`config.mk`:
```
export PLATFORM = sky130hd
export DESIGN_NAME = gpr_wb_arbiter
export DESIGN_NICKNAME = d
export VERILOG_FILES = /design/src/rtl/gpr_pkg.sv /design/src/rtl/rr_arbiter.sv /design/src/rtl/gpr_wb_arbiter.sv
export SDC_FILE = /design/constraint.sdc
export NUM_CORES = 1
export LEC_CHECK = 0
export BUFFER_PORTS_ARGS = -buffer_cell sky130_fd_sc_hd__buf_2
export CAP_MARGIN = 20
export CELL_PAD_IN_SITES_DETAIL_PLACEMENT = 1
export CELL_PAD_IN_SITES_GLOBAL_PLACEMENT = 2
export CORE_ASPECT_RATIO = 0.5
export CORE_MARGIN = 3
export CORE_UTILIZATION = 22
export DETAILED_ROUTE_END_ITERATION = 8
export PLACE_DENSITY_LB_ADDON = 0.1
export SYNTH_ARGS = -nofsm -noshare
export SYNTH_HDL_FRONTEND = slang
export SYNTH_HIERARCHICAL = 1
export SYNTH_SLANG_ARGS = --single-unit
```
`constraint.sdc`:
```
create_clock -name clk -period 3.4 [get_ports clk]
set_input_delay 0.17 -clock clk [delete_from_list [all_inputs] [get_ports clk]]
set_output_delay 0.17 -clock clk [all_outputs]
set_load 0.02 [all_outputs]
```
`src/rtl/gpr_pkg.sv`:
```
// Shared widths and the write-back result payload for the GPR write-back path.
package gpr_pkg;

  localparam int unsigned GPR_ADDR_WIDTH  = 5;
  localparam int unsigned GPR_DATA_WIDTH  = 32;
  localparam int unsigned GPR_RS_ID_WIDTH = 5;

  typedef struct packed {
    logic [GPR_ADDR_WIDTH-1:0]  addr;
    logic [GPR_DATA_WIDTH-1:0]  value;
    logic [GPR_RS_ID_WIDTH-1:0] rs_id;
  } wb_result_t;

endpackage

```
`src/rtl/rr_arbiter.sv`:
```
// Round-robin arbiter: one-hot grant plus encoded index, pointer advances past each grant.
module rr_arbiter #(
  parameter int unsigned N = 4,
  localparam int unsigned IDX_W = (N > 1) ? $clog2(N) : 1
) (
  input  logic             clk,
  input  logic             rst_n,
  input  logic [N-1:0]     req,
  output logic [N-1:0]     gnt,
  output logic [IDX_W-1:0] gnt_idx,
  output logic             gnt_valid
);

  logic [IDX_W-1:0] rr_ff;

  // First requester at or after the pointer, wrapping around.
  always_comb begin
    int unsigned k;
    k         = 0;
    gnt       = '0;
    gnt_idx   = '0;
    gnt_valid = 1'b0;
    for (int unsigned i = 0; i < N; i++) begin
      k = (32'(rr_ff) + i) % N;
      if (!gnt_valid && req[k]) begin
        gnt_valid = 1'b1;
        gnt_idx   = IDX_W'(k);
      end
    end
    gnt[gnt_idx] = gnt_valid;
  end

  always_ff @(posedge clk or negedge rst_n) begin
    if (!rst_n) begin
      rr_ff <= '0;
    end else if (gnt_valid) begin
      rr_ff <= (32'(gnt_idx) == N - 1) ? '0 : gnt_idx + IDX_W'(1);
    end
  end

endmodule

```
`src/rtl/gpr_wb_arbiter.sv`:
```
// Write-back arbiter for the GPR write port: round-robin grant, CDB broadcast,
// and register-file write gated by destination ownership.
module gpr_wb_arbiter
  import gpr_pkg::*;
#(
  parameter int unsigned NUM_UNITS   = 4,
  parameter int unsigned RS_ID_WIDTH = 5
) (
  input  logic                      clk,
  input  logic                      rst_n,
  input  logic                      unit_valid [NUM_UNITS],
  output logic                      unit_ready [NUM_UNITS],
  input  logic [GPR_ADDR_WIDTH-1:0] unit_addr  [NUM_UNITS],
  input  logic [GPR_DATA_WIDTH-1:0] unit_value [NUM_UNITS],
  input  logic [RS_ID_WIDTH-1:0]    unit_rs_id [NUM_UNITS],
  output logic [GPR_ADDR_WIDTH-1:0] rf_check_addr,
  input  logic                      rf_check_valid,
  input  logic [RS_ID_WIDTH-1:0]    rf_check_rs_id,
  input  logic [GPR_ADDR_WIDTH-1:0] update_addr,
  input  logic                      update_enable,
  output logic [GPR_ADDR_WIDTH-1:0] write_addr,
  output logic                      write_enable,
  output logic [GPR_DATA_WIDTH-1:0] write_value,
  output logic                      cdb_valid,
  output logic [RS_ID_WIDTH-1:0]    cdb_rs_id,
  output logic [GPR_DATA_WIDTH-1:0] cdb_value
);

  localparam int unsigned IDX_W = (NUM_UNITS > 1) ? $clog2(NUM_UNITS) : 1;

  logic [NUM_UNITS-1:0] req;
  logic [NUM_UNITS-1:0] gnt;
  logic [IDX_W-1:0]     gnt_idx;
  logic                 gnt_valid;
  wb_result_t           grant_res;
  logic                 own;

  always_comb begin
    for (int unsigned i = 0; i < NUM_UNITS; i++) begin
      req[i]        = unit_valid[i];
      unit_ready[i] = gnt[i];
    end
  end

  rr_arbiter #(.N(NUM_UNITS)) u_rr (
    .clk       (clk),
    .rst_n     (rst_n),
    .req       (req),
    .gnt       (gnt),
    .gnt_idx   (gnt_idx),
    .gnt_valid (gnt_valid)
  );

  // Granted unit's payload and the ownership check against the register file.
  always_comb begin
    grant_res.addr  = unit_addr[gnt_idx];
    grant_res.value = unit_value[gnt_idx];
    grant_res.rs_id = GPR_RS_ID_WIDTH'(unit_rs_id[gnt_idx]);
    rf_check_addr   = gnt_valid ? grant_res.addr : '0;
    // A same-cycle update to our destination means a newer producer owns it.
    own = gnt_valid && !rf_check_valid
          && (rf_check_rs_id == RS_ID_WIDTH'(grant_res.rs_id))
          && !(update_enable && (update_addr == grant_res.addr));
  end

  always_ff @(posedge clk or negedge rst_n) begin
    if (!rst_n) begin
      cdb_valid    <= 1'b0;
      cdb_rs_id    <= '0;
      cdb_value    <= '0;
      write_enable <= 1'b0;
      write_addr   <= '0;
      write_value  <= '0;
    end else begin
      cdb_valid    <= gnt_valid;
      write_enable <= own;
      if (gnt_valid) begin
        cdb_rs_id   <= RS_ID_WIDTH'(grant_res.rs_id);
        cdb_value   <= grant_res.value;
        write_addr  <= grant_res.addr;
        write_value <= grant_res.value;
      end
    end
  end

endmodule

```
* Word-level counts from Yosys, hierarchy flattened
Index checks and enable logic that the tools add are counted.
** Operators by class
- $add $sub $neg :: 4
- $lt $le $gt $ge :: 7
- Eq/ne operators :: 3
- Muxes and demuxes :: 29
- Bitwise operators :: 2
- Reductions and logical operators :: 13
** Operators with widths (count)
- $bmux W32 S2 :: 1
- $mux W32 :: 2
- $mux W5 :: 5
- $bmux W5 S2 :: 2
- $lt A2 B3 Y1 const B :: 5
- $eq A5 B5 Y1 :: 2
- $mux W2 :: 5
- $mux W1 :: 9
- $bmux W1 S2 :: 4
- $logic_and A1 B1 Y1 :: 8
- $logic_not A1 Y1 :: 5
- $add A2 B1 Y2 const B :: 2
- $add A2 B2 Y2 const B :: 2
- $and A4 B4 Y4 :: 1
- $ge A3 B3 Y1 const B :: 1
- $not A2 Y3 :: 1
- $demux W1 S2 :: 1
- $eq A2 B2 Y1 const B :: 1
- $ge A2 B1 Y1 const B :: 1
** Word-level totals
- Flip-flop bits (word level) :: 46
- Input port bits :: 186
- Output and inout bits :: 85
- Logic and storage cells :: 64

* Longest topological paths before layout
- Depth in word-level cells :: 20
- Mapped depth :: 9

* Hierarchy
The synthesis kept the hierarchy.
** Modules (own cells, without submodules)
- gpr_wb_arbiter :: times used 1, cells each 194, area an instance 3015.4 µm², sequential area each 1101.1 µm²
- rr_arbiter :: times used 1, cells each 29, area an instance 274.0 µm², sequential area each 50.0 µm²

* Worst setup path before layout
Ideal clock, no wire load.
- Kind :: reg-to-reg
- Start point :: register u_rr.rr_ff[1]
- End point :: register cdb_value[16]
- Library setup time :: 125 ps
- Arrival :: 2528 ps
- Setup slack :: 747 ps
- Cell stages (with the launch flop) :: 8
- Path buffers :: 2
- Clock period less this slack :: 2653 ps
- Path through :: dfrtp_1 > nand3b_1 > o21ai_0 > a221oi_1 > buf_2 > buf_1 > mux4_2 > mux2_2
** On the way
- Cells in the longest elaborated chain, start to end :: 16
- Elaborated cells between the ends (all ways) :: 29
- Classes of those cells :: add/sub: 3; mux: 19; bitwise: 1; reduce/logical: 6
** Ends and longest elaborated chain
- start: declaration :: RTL line rr_arbiter.sv:14 : logic [IDX_W-1:0] rr_ff;
- start signal: assignment :: RTL line rr_arbiter.sv:37 : rr_ff <= (32'(gnt_idx) == N - 1) ? '0 : gnt_idx + IDX_W'(1);
- parallel branches: the longest is 11 deep, another holds $add A2 B1 Y2
- $mux W2 * :: RTL line rr_arbiter.sv:25 : if (!gnt_valid && req[k]) begin
- via gnt_idx[1] :: RTL line gpr_wb_arbiter.sv:33 : logic [IDX_W-1:0] gnt_idx;
- $not A2 Y3 (implied by the code) * :: RTL line gpr_wb_arbiter.sv:57 : grant_res.value = unit_value[gnt_idx];
- $bmux W32 S2 * :: RTL line gpr_wb_arbiter.sv:57
- $mux W32 (implied by the code) * (2 in series) :: RTL line gpr_wb_arbiter.sv:57
- end signal: assignment :: RTL line gpr_wb_arbiter.sv:79 : cdb_value <= grant_res.value;
- end: declaration :: RTL line gpr_wb_arbiter.sv:26 : output logic [GPR_DATA_WIDTH-1:0] cdb_value
Mark *: on every way through the listed nets, which the timed path passes. The select of a mux whose other input is x is not followed.
A chain may end at the register's enable or synchronous reset.

* Final worst setup path
- Start point :: register u_rr.rr_ff[1]
- End point :: output rf_check_addr[0]
** On the way
- Cells in the longest elaborated chain, start to end :: 17
- Elaborated cells between the ends (all ways) :: 30
- Classes of those cells :: add/sub: 3; mux: 20; bitwise: 1; reduce/logical: 6
** Ends and longest elaborated chain
- parallel branches: the longest is 11 deep, another holds $add A2 B1 Y2
- $mux W2 * :: RTL line rr_arbiter.sv:25
- via gnt_idx[0] :: RTL line gpr_wb_arbiter.sv:33
- $not A2 Y3 (implied by the code) * :: RTL line gpr_wb_arbiter.sv:56 : grant_res.addr = unit_addr[gnt_idx];
- $bmux W5 S2 * :: RTL line gpr_wb_arbiter.sv:56
- $mux W5 (implied by the code) * (2 in series) :: RTL line gpr_wb_arbiter.sv:56
- $mux W5 * :: RTL line gpr_wb_arbiter.sv:59 : rf_check_addr = gnt_valid ? grant_res.addr : '0;
- end: declaration :: RTL line gpr_wb_arbiter.sv:16 : output logic [GPR_ADDR_WIDTH-1:0] rf_check_addr,
Marks and branches as above.

==> metrics.md <==
| Metric | Value |
|---|---|
| Ant diodes | 0 |
| Largest net degree at the start of global routing | 36 |
| IO Pins | 271 |
| Pleak | 2.35 nW |
| HP Class | input pin to asynchronous set/reset pin |
| Netlist Area Pre-Place | 3290 sq um |
| Slew HR | 0.406 |
| Drt wl/cell | 17.9 um |
| Type of origin of the critical path | flip-flop |
| Maximum clock insertion buffer count | 2 |
| Initial core utilization | 0.234 |
| CTS buffer count | 5 |
| Final slew viol count | 0 |
| Filler cell count | 1622 |
| CP Class | flip-flop to primary output |
| Clock Pin Slew Worst Setup and Hold Paths | 0.07 ns |
| Vias in the first global route | 3153 |
| Min Tclk post-route | 2.85 ns |
| Post-cts sizing count | 0 |
| Post-Syn Instances | 223 |
| Initial drt markers | 78 |
| Worst Path Required | 3.23 ns |
| Primary FF master, synth | dfrtp_1 |
| Maximum vdd drop | 0.000269 V |
| Most frequent cells in the layout | buf_2 (270), dfrtp_1 (46), mux2_2 (43) |
| Worst-Skew Late Latency | 0.29 ns |
| GP Congestion | 0.718 |
| Status | finished, violations left |
| Post-route antenna net violation count | 0 |
| Crit-path max FO | 12 |
| Syn Nets | 413 |
| Largest stage delay, worst path | 0.67 ns |
| Total number of vias | 2828 |
| Sequential fraction of the synthesis area | 0.350 |
| Ys Warns | 6 |
| Setup Viol. Count Final | 0 |
| Post-layout nets | 652 |
| Yosys cell types | 33 |
| Grt ovf | 0 |
| RSZ-0062 raised after global routing | false |
| Yosys reg bits | 46 |
| DP Area | 4660 sq um |
| I/O Buffers | 270 |
| Reg2reg path depth | 8 |
| Average size of a mapped cell | 14.8 sq um |
| Final instance area | 4820 sq um |
| Area Growth Syn to Fin | 46.5% |
| Hold-fix buffers, CTS | 0 |
| CTS tree | done |
| Initial antenna violation count | 0 |
| DR pass1 iterations | 4 |
| Drt drc | 0 |
| Worst-margin pin slew | 0.891 ns |
| CP Capture Type | primary output |
| Root buf cell | clkbuf_16 |
| Share of layout cells above drive strength 1 | 0.808 |
| Number of flops mapped to enable cells by yosys | 0 |
| Post-CTS setup buffer count | 0 |
| Setup TNS | 0 ns |
| Slowest-stage cell, CP | mux4_1 |
| Post-synth ARST share | 1.00 |
| Sink Count | 46 |
| Failing checks | hold timing |
| Cell Pwr Density | 785 nW/um^2 |
| HPWL after detailed placement | 9640 um |
| Crit path cell chain | mux2i_1, a2bb2oi_1, nor2b_4, mux4_1, and2_1, buf_2 |
| Most common cell after layout, fill and taps aside | buf_2 |
| Fmax | 0.350 GHz |
| Total of max-cap violations | 0 |
| Total GRT Usage | 0.141 |
| Via density | 4.32 |
| FP Rows | 30 |
| Die extent in x | 179 um |
| Die area | 16500 sq um |
| # H-tree levels | 2 |
| Data arrival, critical path | 2.68 ns |
| Fin. Hold Viols | 13 |
| DIE HEIGHT | 92.5 um |
| Global-route wire length before repair | 17800 um |
| Detailed Route WL | 11700 um |
| Core ar. | 14100 sq um |
| Tcrit/Tclk final | 0.839 |
| WHS | -0.0149 ns |
| Post-route clock skew | 0.00637 ns |
cell families (layout without fill, tap and decap cells):
| logic type | Yosys count | in the layout | share of synthesized area |
|---|---|---|---|
| multiplexers | 86 | 86 | 0.442 |
| buffers and inverters | 47 | 287 | 0.0989 |
| flip-flops | 46 | 46 | 0.350 |
| AND/OR/NAND/NOR | 23 | 23 | 0.0502 |
| XOR/XNOR | 10 | 10 | 0.0266 |
| AO/OA/AOI/OAI | 7 | 7 | 0.0167 |
| adder cells (fa/ha/maj) | 4 | 4 | 0.0152 |
cell usage after synthesis (all sizes together), types with 2 or more instances:
master | instances | share of area
and2 | 5 | 0.0095
and2b | 4 | 0.011
buf | 41 | 0.092
clkbuf | 5 | 0.0057
dfrtp | 46 | 0.35
ha | 4 | 0.015
mux2 | 43 | 0.15
mux4 | 42 | 0.29
nand2 | 4 | 0.0046
nand2b | 3 | 0.0057
nor4 | 2 | 0.010
xnor2 | 5 | 0.013
xor2 | 5 | 0.013
final timing paths:
check	startpoint	end	slack [ns]
min	rst_n	cdb_value[27]	-0.01
min in group clk	rf_check_valid	write_enable	0.13
max	u_rr/rr_ff[1]	rf_check_addr[0]	0.55
max in group asynchronous	rst_n	cdb_value[12]	2.68
min reg2reg	write_addr[1]	write_addr[1]	0.51
max reg2reg	u_rr/rr_ff[1]	write_enable	0.61
flip-flops by register name (all words and copies together) (netlist names):
| name | cells |
|---|---|
| cdb_rs_id | 5 |
| cdb_valid | 1 |
| cdb_value | 32 |
| u_rr/rr_ff | 2 |
| write_addr | 5 |
| write_enable | 1 |
metrics by stage:
stage / setup WS [ns] / util / hold WS (ns) / cells / power (mW)
floorplan: 0.747 / - / -0.126 / 223 / 2.70
CTS: 0.454 / 0.342 / 0.0343 / 655 / 3.88
global placement: 0.598 / 0.331 / 0.349 / 647 / 3.27
detailed placement: 0.512 / 0.331 / 0.352 / 647 / 3.28
global route: 0.257 / 0.342 / 0.0569 / 655 / 4.09
finish: 0.546 / 0.342 / -0.0149 / 655 / 3.78
per-layer routing:
metal	global-route usage	wire (um)
met5	0	0
met4	0.0259	94
met3	0.0340	814
met2	0.259	6140
met1	0.168	4670
critical path: cells and delay by family, from the launching register on:
family / cells / cell delay, ns
AOI/OAI and AO/OA: 1 / 0.27
DFF: 1 / 0.44
buffers and inverters: 1 / 0.16
and+or+nand+nor: 2 / 0.71
muxes: 2 / 0.81
cell type report:
cell class                      count  area, sq um  area share
Timing Repair Buffer              278         1420       0.295
Clock inverter                      1         30.0     0.00623
Inverter                            1         3.75    0.000779
Sequential cell                    46         1150       0.239
Multi-Input combinational cell    130         1840       0.381
Tap cell                          192          240      0.0498
Clock buffer                        7          133      0.0275
where the power goes:
group	switching (mW)	internal, mW
combinational	1.22	1.04
clock	0.221	0.349
sequential	0.172	0.785
total	1.61	2.17
Note: power is estimated with default switching activity, not from simulation.
